`src/rtl/approx_prod_acc.sv`:
```
// Group accumulator for approximate 16x16 products.
// Sums LEN truncated products, emits one buffered result per group.
module approx_prod_acc #(
    parameter int LEN  = 16,
    parameter int DROP = 24,
    localparam int CW  = $clog2(LEN),
    localparam int SW  = 32 - DROP + CW,
    localparam int GW  = (CW > 0) ? CW : 1
) (
    input  logic          CLK,
    input  logic          RST_N,
    input  logic          IN_VALID,
    output logic          IN_READY,
    input  logic [31:0]   P,
    input  logic          CLR,
    output logic          OUT_VALID,
    input  logic          OUT_READY,
    output logic [SW-1:0] S,
    output logic [GW-1:0] GRP_CNT
);

    localparam logic [GW-1:0] LAST_CNT = GW'(LEN - 1);

    logic [SW-1:0] acc_q, acc_d;
    logic [SW-1:0] s_q, s_d;
    logic [GW-1:0] cnt_q, cnt_d;
    logic          full_q, full_d;

    logic [SW-1:0] p_trunc;
    logic          last;
    logic          in_ready;
    logic          beat;

    // Only the significant product bits are ever summed.
    assign p_trunc = SW'(P[31:DROP]);

    // A last beat may only land when the result buffer is free or draining.
    always_comb begin
        last     = (cnt_q == LAST_CNT);
        in_ready = !(last && full_q && !OUT_READY);
        beat     = IN_VALID && in_ready;
    end

    // Next-state for accumulator, group counter and result buffer.
    always_comb begin
        acc_d  = acc_q;
        cnt_d  = cnt_q;
        s_d    = s_q;
        full_d = full_q;
        if (full_q && OUT_READY) begin
            full_d = 1'b0;
        end
        if (CLR) begin
            acc_d = '0;
            cnt_d = '0;
        end else if (beat) begin
            if (last) begin
                s_d    = acc_q + p_trunc;
                full_d = 1'b1;
                acc_d  = '0;
                cnt_d  = '0;
            end else begin
                acc_d = acc_q + p_trunc;
                cnt_d = cnt_q + GW'(1);
            end
        end
    end

    // State registers; reset discards any partial or pending result.
    always_ff @(posedge CLK or negedge RST_N) begin
        if (!RST_N) begin
            acc_q  <= '0;
            cnt_q  <= '0;
            s_q    <= '0;
            full_q <= 1'b0;
        end else begin
            acc_q  <= acc_d;
            cnt_q  <= cnt_d;
            s_q    <= s_d;
            full_q <= full_d;
        end
    end

    assign IN_READY  = in_ready;
    assign OUT_VALID = full_q;
    assign S         = s_q;
    assign GRP_CNT   = cnt_q;

endmodule

```
`config.mk`:
```
export PLATFORM = sky130hd
export DESIGN_NAME = approx_prod_acc
export DESIGN_NICKNAME = d
export VERILOG_FILES = /design/src/rtl/approx_prod_acc.sv
export SDC_FILE = /design/constraint.sdc
export NUM_CORES = 1
export LEC_CHECK = 0
export BUFFER_PORTS_ARGS = -buffer_cell sky130_fd_sc_hd__buf_2
export CAP_MARGIN = 40
export CORE_UTILIZATION = 47
export CTS_BUF_LIST = sky130_fd_sc_hd__clkbuf_4 sky130_fd_sc_hd__clkbuf_8
export DETAILED_ROUTE_END_ITERATION = 8
export PLACE_DENSITY = 0.74
export SYNTH_ARGS = -nofsm -noshare
export SYNTH_HDL_FRONTEND = slang
export SYNTH_SLANG_ARGS = --single-unit
```
`constraint.sdc`:
```
create_clock -name CLK -period 2 [get_ports CLK]
set_input_delay 0.2 -clock CLK [delete_from_list [all_inputs] [get_ports CLK]]
set_output_delay 0.2 -clock CLK [all_outputs]
set_load 0.03 [all_outputs]
```
-- Word-level counts from Yosys, hierarchy flattened
Index checks and enable logic that the tools add are counted.
- add/subtract/negate cells: 2
- equality and inequality tests: 1
- muxes and demuxes: 10
- bitwise gates (word level): 1
- reductions and logical operators: 8
- operators with widths (kind ; number):
    $mux 12 ; 3
    $add 12x8->12 ; 1
    $mux 4 ; 3
    $add 4x1->4 const B ; 1
    $eq 4x4->1 const B ; 1
    $logic_and 1x1->1 ; 4
    $mux 1 ; 4
    $reduce_and 3->1 ; 1
    $logic_not 1->1 ; 2
    $reduce_bool 2->1 ; 1
    $not 1->1 ; 1
- register bits after elaboration: 29
- bits of input ports: 37
- output and inout port bits: 18

-- Logic depth before layout (Yosys ltp)
Gate-level depths: netlist of the first run.
- word-level depth: 7
- depth in mapped cells: 8

-- Worst setup path before layout of the first run
No wires, ideal clock.
- kind: flip-flop to flip-flop
- start: register acc_q[0]
- end: register acc_q[10]
- library setup time: 0.125 ns
- arrival time: 1.919 ns
- required time: 1.875 ns
- path slack: -0.043 ns
- cell stages (with the launch flop): 9
- buffers on the path: 0
- period minus slack after synthesis: 2.043 ns
- cells stage by stage: dfrtp_1 > ha_1 > inv_1 > fa_1 > nand2b_1 > a21oi_2 > o2111ai_2 > a21o_1 > mux2_2
- cells in the longest elaborated chain, start to end: 4
- RTL lines (what ; line ; text):
    start, declared ; 24 ; logic [SW-1:0] acc_q, acc_d;
    start signal, assigned ; 72 ; acc_q <= '0;
    start signal, assigned ; 77 ; acc_q <= acc_d;
    $add 12x8->12 ; 63 ; acc_d = acc_q + p_trunc;
    $mux 12 ; 57 ; if (last) begin
    $mux 12 ; 56 ; end else if (beat) begin
    $mux 12 ; 53 ; if (CLR) begin
No other way between the ends. The select of a mux whose other input is x is not followed.
A chain may end at the register's enable or synchronous reset.

-- Worst setup path after layout of the first run
Same ends and word-level chain as after synthesis.

==> flow_summary.yaml, run 1 <==
sta:
  fin_ws_ns: 0.0398
  period_needed_ns: 1.96
  worst_slew_pin_slew_ns: 0.646
  rsz0062_at_grt: "yes"
  setup_viol: 0
  skew_ns: 0.0142
  hold_violations: 0
  finalMaxSlewViolations: 0
  fin_crit_sh_pct: 98.0
  slew_headroom_pct: 57.0
  fmax_ghz: 0.510
clocking:
  cts_tree: "done"
  clock_sinks: 29
  clk_path_buf_depth: 2
  cts-root-buf: "clkbuf_4"
  clk_latency_ns: 0.34
  cts_buffers: 5
  cts.clk_slew.worst_paths_ns: 0.10
  cts_max_level: 2
routing:
  routed_wl_mm: 3.53
  post_drt_wl_per_cell_microns: 14.0
  drt_iter0_drc: 69
  vias_per_cell: 5.40
  ant_nets: 0
  firstDrtPassIters: 4
  vias: 1360
  route.detailed.drc: 0
worst_setup_path:
  worst-r2r-setup-slack_ns: 0.04
  cp-endpoint: "acc_q[10]"
  crit_path_start_kind: "flip-flop"
  crit_required_ns: 2.24
  regToRegEndpoint: "acc_q[10]"
  crit_fanout: 3
  reg2reg_from: "acc_q[0]"
  critPathCaptureType: "flip-flop"
  critPathArrivalTime_ns: 2.20
  critPathKind: "reg -> reg"
  cp-startpoint: "acc_q[0]"
  worstRegToRegCells: 8
pwr:
  pwr-share-clk_pct: 38.8
  seqPwrFrac_pct: 40.7
  total_power_uw: 1560
  power_density_mw_per_mm2: 774
  ir_drop_v: 0.000421
  p_leak_uw: 0.00105
  intPower_uw: 1130
  switching_share_pct: 27.4
  pwr-share-comb_pct: 20.5
  p_switching_uw: 427
yosys:
  ys_seq_area_share_pct: 43.3
  synthCells: 167
  synthSimpleGateAreaFrac_pct: 16.8
  avgSynthCellArea_sq_um: 10.0
  synth_area_sq_mm: 0.00167
  synth_nets: 214
  ys_ff_latch: 29
  synth_edf_count: 0
  synthAdderAreaFrac_pct: 7.92
  synth_top_family_by_area: "compound AO/OA/AOI/OAI gates"
  synth-compound-area-share_pct: 19.8
  synth_xor_xnor_area_share_pct: 5.23
  synthMuxAreaShare_pct: 2.91
  synth_cell_type_count: 41
  ys.flop_type: "dfrtp_1"
  ys_async_sr_fraction_pct: 100
  synth-warning-count: 0
grt:
  antenna_found_initial: 0
  gr-total-overflow: 0
  grt_use_total_pct: 21.2
  grt_max_degree: 30
  grt_pass1_wl_mm: 5.65
  grt_pass1_vias: 1304
finish:
  nets: 252
  antenna_cells: 0
  final_cell_mix: "30 x buf_2, 29 x dfrtp_1, 26 x nand2_1, 9 x o21ai_0, 9 x a21oi_1"
  syn2layout_area_growth_pct: 20.4
  drive_above_1_share_pct: 28.6
  final_common_cell: "buf_2"
die:
  core_area_sq_mm: 0.00336
  rows: 21
  dieWidth_microns: 61.7
  dieArea_sq_mm: 0.00380
  die_h_microns: 61.7
  design.portCount: 55
  initial_core_util_pct: 49.8
run_status:
  status: "completed"
placement:
  gp_congestion: 0.893
  port_buffers: 30
  place_ws_ns: -0.00624
  dpl.hpwl_mm: 2.55
flow_run:
  drv_cap: 0
worst_hold_path:
  hp-class: "in -> reg"
cells in the mapped netlist (all sizes together) (3+ instances only):
library cell  instances  share of area (%)
xnor2                 6                3.1
xor2                  4                2.1
o211ai                3                1.3
mux2                  4                2.9
nand2b                5                1.9
a22o                  7                3.7
dfrtp                29                 43
inv                   6                1.3
o21ai                13                4.1
buf                   6                2.6
a21oi                12                4.7
ha                    9                6.7
nor2                  7                1.6
nor3                  3               0.90
a31oi                 3                1.1
nand3                 4                1.2
nand2                26                5.8
a21o                  3                1.3
repair_timing:
| item | 4_1_cts | 5_1_grt |
|---|---|---|
| hold endpoints to repair | 29 | 0 |
| pin swaps | 1 | 4 |
| endpoints found under the setup margin | 2 | 4 |
| hold buffers | 1 | 0 |
| setup buffers | 1 | 0 |
| resized for setup | 0 | 2 |
per-stage QoR:
| stage | cells | utilization (%) | hold WS, ns | setup TNS [ns] | instance area [sq um] |
|---|---|---|---|---|---|
| after CTS | 252 | 59.9 | 0.0715 | 0 | 2020 |
| final | 252 | 59.9 | 0.0714 | 0 | 2020 |
| after global routing | 252 | 59.9 | 0.0716 | -0.135 | 2020 |
| after floorplan | 167 | - | -0.0956 | 0 | 1690 |
| after global placement | 242 | 56.4 | 0.253 | 0 | 1900 |
| after detailed placement | 242 | 56.4 | 0.267 | -0.00624 | 1900 |
flip-flops by register name, summed over array words and instances, names as in the netlist:
register   count
OUT_VALID      1
GRP_CNT        4
S             12
acc_q         12
metal layers:
layer	vias up	part of all wire [%]	track usage (%)
li1	670	-	-
met1	650	46	25.8
met2	33	48	34.7
met3	7	4.2	5.04
met4	0	1.7	11.4
met5	-	0	0
worst min path at each step:
| stage | startpoint | end | cells past startpoint |
|---|---|---|---|
| 2_1_floorplan | RST_N | GRP_CNT[0] | 0 |
| 3_3_place_gp | RST_N | acc_q[4] | 1 |
| 3_5_place_dp | RST_N | acc_q[2] | 1 |
| 4_1_cts | CLR | GRP_CNT[1] | 2 |
| 5_1_grt | CLR | GRP_CNT[1] | 2 |
| 6_report | CLR | GRP_CNT[1] | 2 |
power groups by stage:
stage | sequential [uW] | combinational, uW | clock [uW]
floorplan | 647 | 240 | 0
global placement | 644 | 304 | 0
detailed placement | 646 | 311 | 0
CTS | 635 | 318 | 616
global route | 638 | 353 | 641
finish | 635 | 319 | 605
kinds of logic (layout without fill, tap and decap cells):
group	Yosys count	count (layout)
AOI/OAI and AO/OA	46	46
xor gates and xnor gates	10	10
adders and majority gates	10	10
buffers and inverters	12	51
DFF	29	29
muxes	4	4
and+or+nand+nor	56	56
worst max-delay path: stages, from the launching register on:
cell,delay [ns]
dfrtp_1,0.37
ha_2,0.19
inv_2,0.04
fa_2,0.34
nand2b_4,0.16
a21oi_4,0.18
o2111ai_2,0.14
a21o_1,0.18
mux2_2,0.25
final cells by class:
cell class                      count  area, sq um
Clock inverter                      3         65.1
Sequential cell                    29          726
Tap cell                           46         57.6
Timing Repair Buffer               37          205
Multi-Input combinational cell    126          902
Inverter                            6         22.5
Fill cell                         329         1350
Clock buffer                        5         37.5
(Power assumes the default switching activity.)
==> inputs of run 2 (changes only) <==
Settings changed: PLACE_DENSITY 0.74 to 0.83.
==> run 2 against run 1 <==
Net effect:
- flip-flop and latch count unchanged
- first-iteration DRC count down 43%
- sequential share of layout area up 0.54 points
- combinational power about the same
- wire length down 5.2%
- non-clock buffer count up 1
- critical path depth unchanged
- critical path type unchanged
- critical endpoint unchanged
- largest power group unchanged
==> flow_summary.yaml, run 2 (same netlist as run 1, synthesis figures left out) <==
worst_setup_path:
  crit_required_ns: 2.22
  regToRegEndpoint: "acc_q[10]"
  max_stage_delay_ns: 0.37
  worstRegToRegCells: 8
  crit_slowest_cell: "dfrtp_1"
  critPathCaptureType: "flip-flop"
  reg2reg_from: "acc_q[0]"
  crit_path_start_kind: "flip-flop"
  critPathKind: "reg -> reg"
  worstPathCellList: "ha_2 > inv_2 > fa_2 > nand2b_4 > a21oi_4 > o2111ai_2 > a21o_1 > mux2_4"
  crit_fanout: 3
  critPathArrivalTime_ns: 2.20
  worst-r2r-setup-slack_ns: 0.02
sta:
  period_needed_ns: 1.98
  fin_setup_tns_ns: 0
  fin_crit_sh_pct: 98.9
  worst_slew_pin_slew_ns: 0.644
  skew_ns: 0.0144
  hold_violations: 0
  rsz0062_at_grt: "yes"
  setup_viol: 0
  fmax_ghz: 0.506
  slew_headroom_pct: 57.1
  finalMaxSlewViolations: 0
pwr:
  pwr-share-comb_pct: 24.3
  ir_drop_v: 0.000352
  power_density_mw_per_mm2: 656
  p_switching_uw: 422
  seqPwrFrac_pct: 48.8
  switching_share_pct: 32.4
  intPower_uw: 880
  p_leak_uw: 0.00103
  pwr-share-clk_pct: 26.9
die:
  dieWidth_microns: 61.7
  die_h_microns: 61.7
  rows: 21
  core_area_sq_mm: 0.00336
  design.portCount: 55
  dieArea_sq_mm: 0.00380
  initial_core_util_pct: 49.8
grt:
  met3_usage_pct: 6.30
  grt_pass1_vias: 1201
  gr-total-overflow: 0
  grt_use_total_pct: 19.7
  antenna_found_initial: 0
  grt_busiest_layer: "met2"
  grt_max_degree: 30
  grtUsageMet1_pct: 26.4
  grt_pass1_wl_mm: 5.29
  grtUsageMet2_pct: 30.0
routing:
  ant_nets: 0
  vias: 1353
  routed_wl_mm: 3.35
  drt_iter0_drc: 39
  firstDrtPassIters: 4
  route.detailed.drc: 0
  post_drt_wl_per_cell_microns: 13.2
  vias_per_cell: 5.35
worst_hold_path:
  hp-class: "in -> reg"
  holdCritStartpoint: "CLR"
  whs_path_depth: 2
  holdPathEnd: "GRP_CNT[1]"
flow_run:
  drv_cap: 0
run_status:
  status: "completed"
placement:
  dpl.hpwl_mm: 2.47
  gp_congestion: 0.827
  port_buffers: 30
  dp.cells: 243
finish:
  antenna_cells: 0
  drive_above_1_share_pct: 29.5
  final_cell_mix: "30 x buf_2, 29 x dfrtp_1, 26 x nand2_1, 9 x o21ai_0, 9 x a21oi_1"
  nets: 253
  stdcell_count: 253
  final_common_cell: "buf_2"
  syn2layout_area_growth_pct: 18.6
  fill_cells: 336
clocking:
  cts_buffers: 5
  clock_sinks: 29
  cts_tree: "done"
  clk_path_buf_depth: 2
  cts.clk_slew.worst_paths_ns: 0.10
  cts-root-buf: "clkbuf_4"
  clk_latency_ns: 0.34
  cts_max_level: 2
-- run 2: routing by layer --
layer,routed length [microns],part of all wire (%),vias to the layer above
li1,-,-,670
met1,1550,46,641
met2,1550,46,37
met3,198,5.9,5
met4,50,1.5,0
met5,0,0,-
-- run 2: what timing repair did --
item,4_1_cts,5_1_grt
setup endpoints to repair,2,6
hold buffers,1,0
endpoints found under the hold margin,29,0
setup buffers,1,0
resized for setup,0,4
pin swaps,2,2
-- run 2: how the worst max path moves through the flow --
stage / startpoint / to / slack (ns)
finish: acc_q[0] / acc_q[10] / 0.02
global placement: acc_q[0] / acc_q[10] / 0.02
CTS: acc_q[0] / acc_q[10] / 0.02
global route: acc_q[0] / acc_q[10] / -0.08
floorplan: acc_q[0] / acc_q[10] / 0.04
detailed placement: acc_q[0] / acc_q[10] / -0.009
-- run 2: metrics by stage --
step / utilization [%] / area (sq um) / power [uW] / worst slack [ns] / hold WS, ns
3_3_place_gp: 56.6 / 1900 / 950 / 0.0242 / 0.258
3_5_place_dp: 56.6 / 1900 / 958 / -0.00875 / 0.270
5_1_grt: 59.0 / 1990 / 1380 / -0.0790 / 0.0711
2_1_floorplan: - / 1690 / 888 / 0.0357 / -0.0956
6_report: 59.0 / 1990 / 1300 / 0.0222 / 0.0816
4_1_cts: 58.7 / 1980 / 1310 / 0.0156 / 0.0738
-- run 2: cell type report --
type,instances,area (sq um),share of cell area [%]
multi-input combinational,126,912,45.9
sequential,29,726,36.5
timing repair buffer,38,213,10.7
tap,46,57.6,2.90
clock buffer,5,37.5,1.89
inverter,6,22.5,1.13
clock inverter,3,17.5,0.882
-- run 2: power by group through the flow --
stage               registers (uW)  logic (uW)  clock network (uW)
CTS                            635         317                 360
global placement               645         305                   0
finish                         635         317                 350
floorplan                      647         240                   0
global route                   639         356                 381
detailed placement             646         312                   0
-- run 2: critical path: cells and delay by family, from the launching register on --
kind	cells	cell delay (ns)
AOI/OAI and AO/OA	3	0.51
adders and majority gates	2	0.53
buffers and inverters	1	0.04
DFF	1	0.37
muxes	1	0.25
and+or+nand+nor	1	0.16
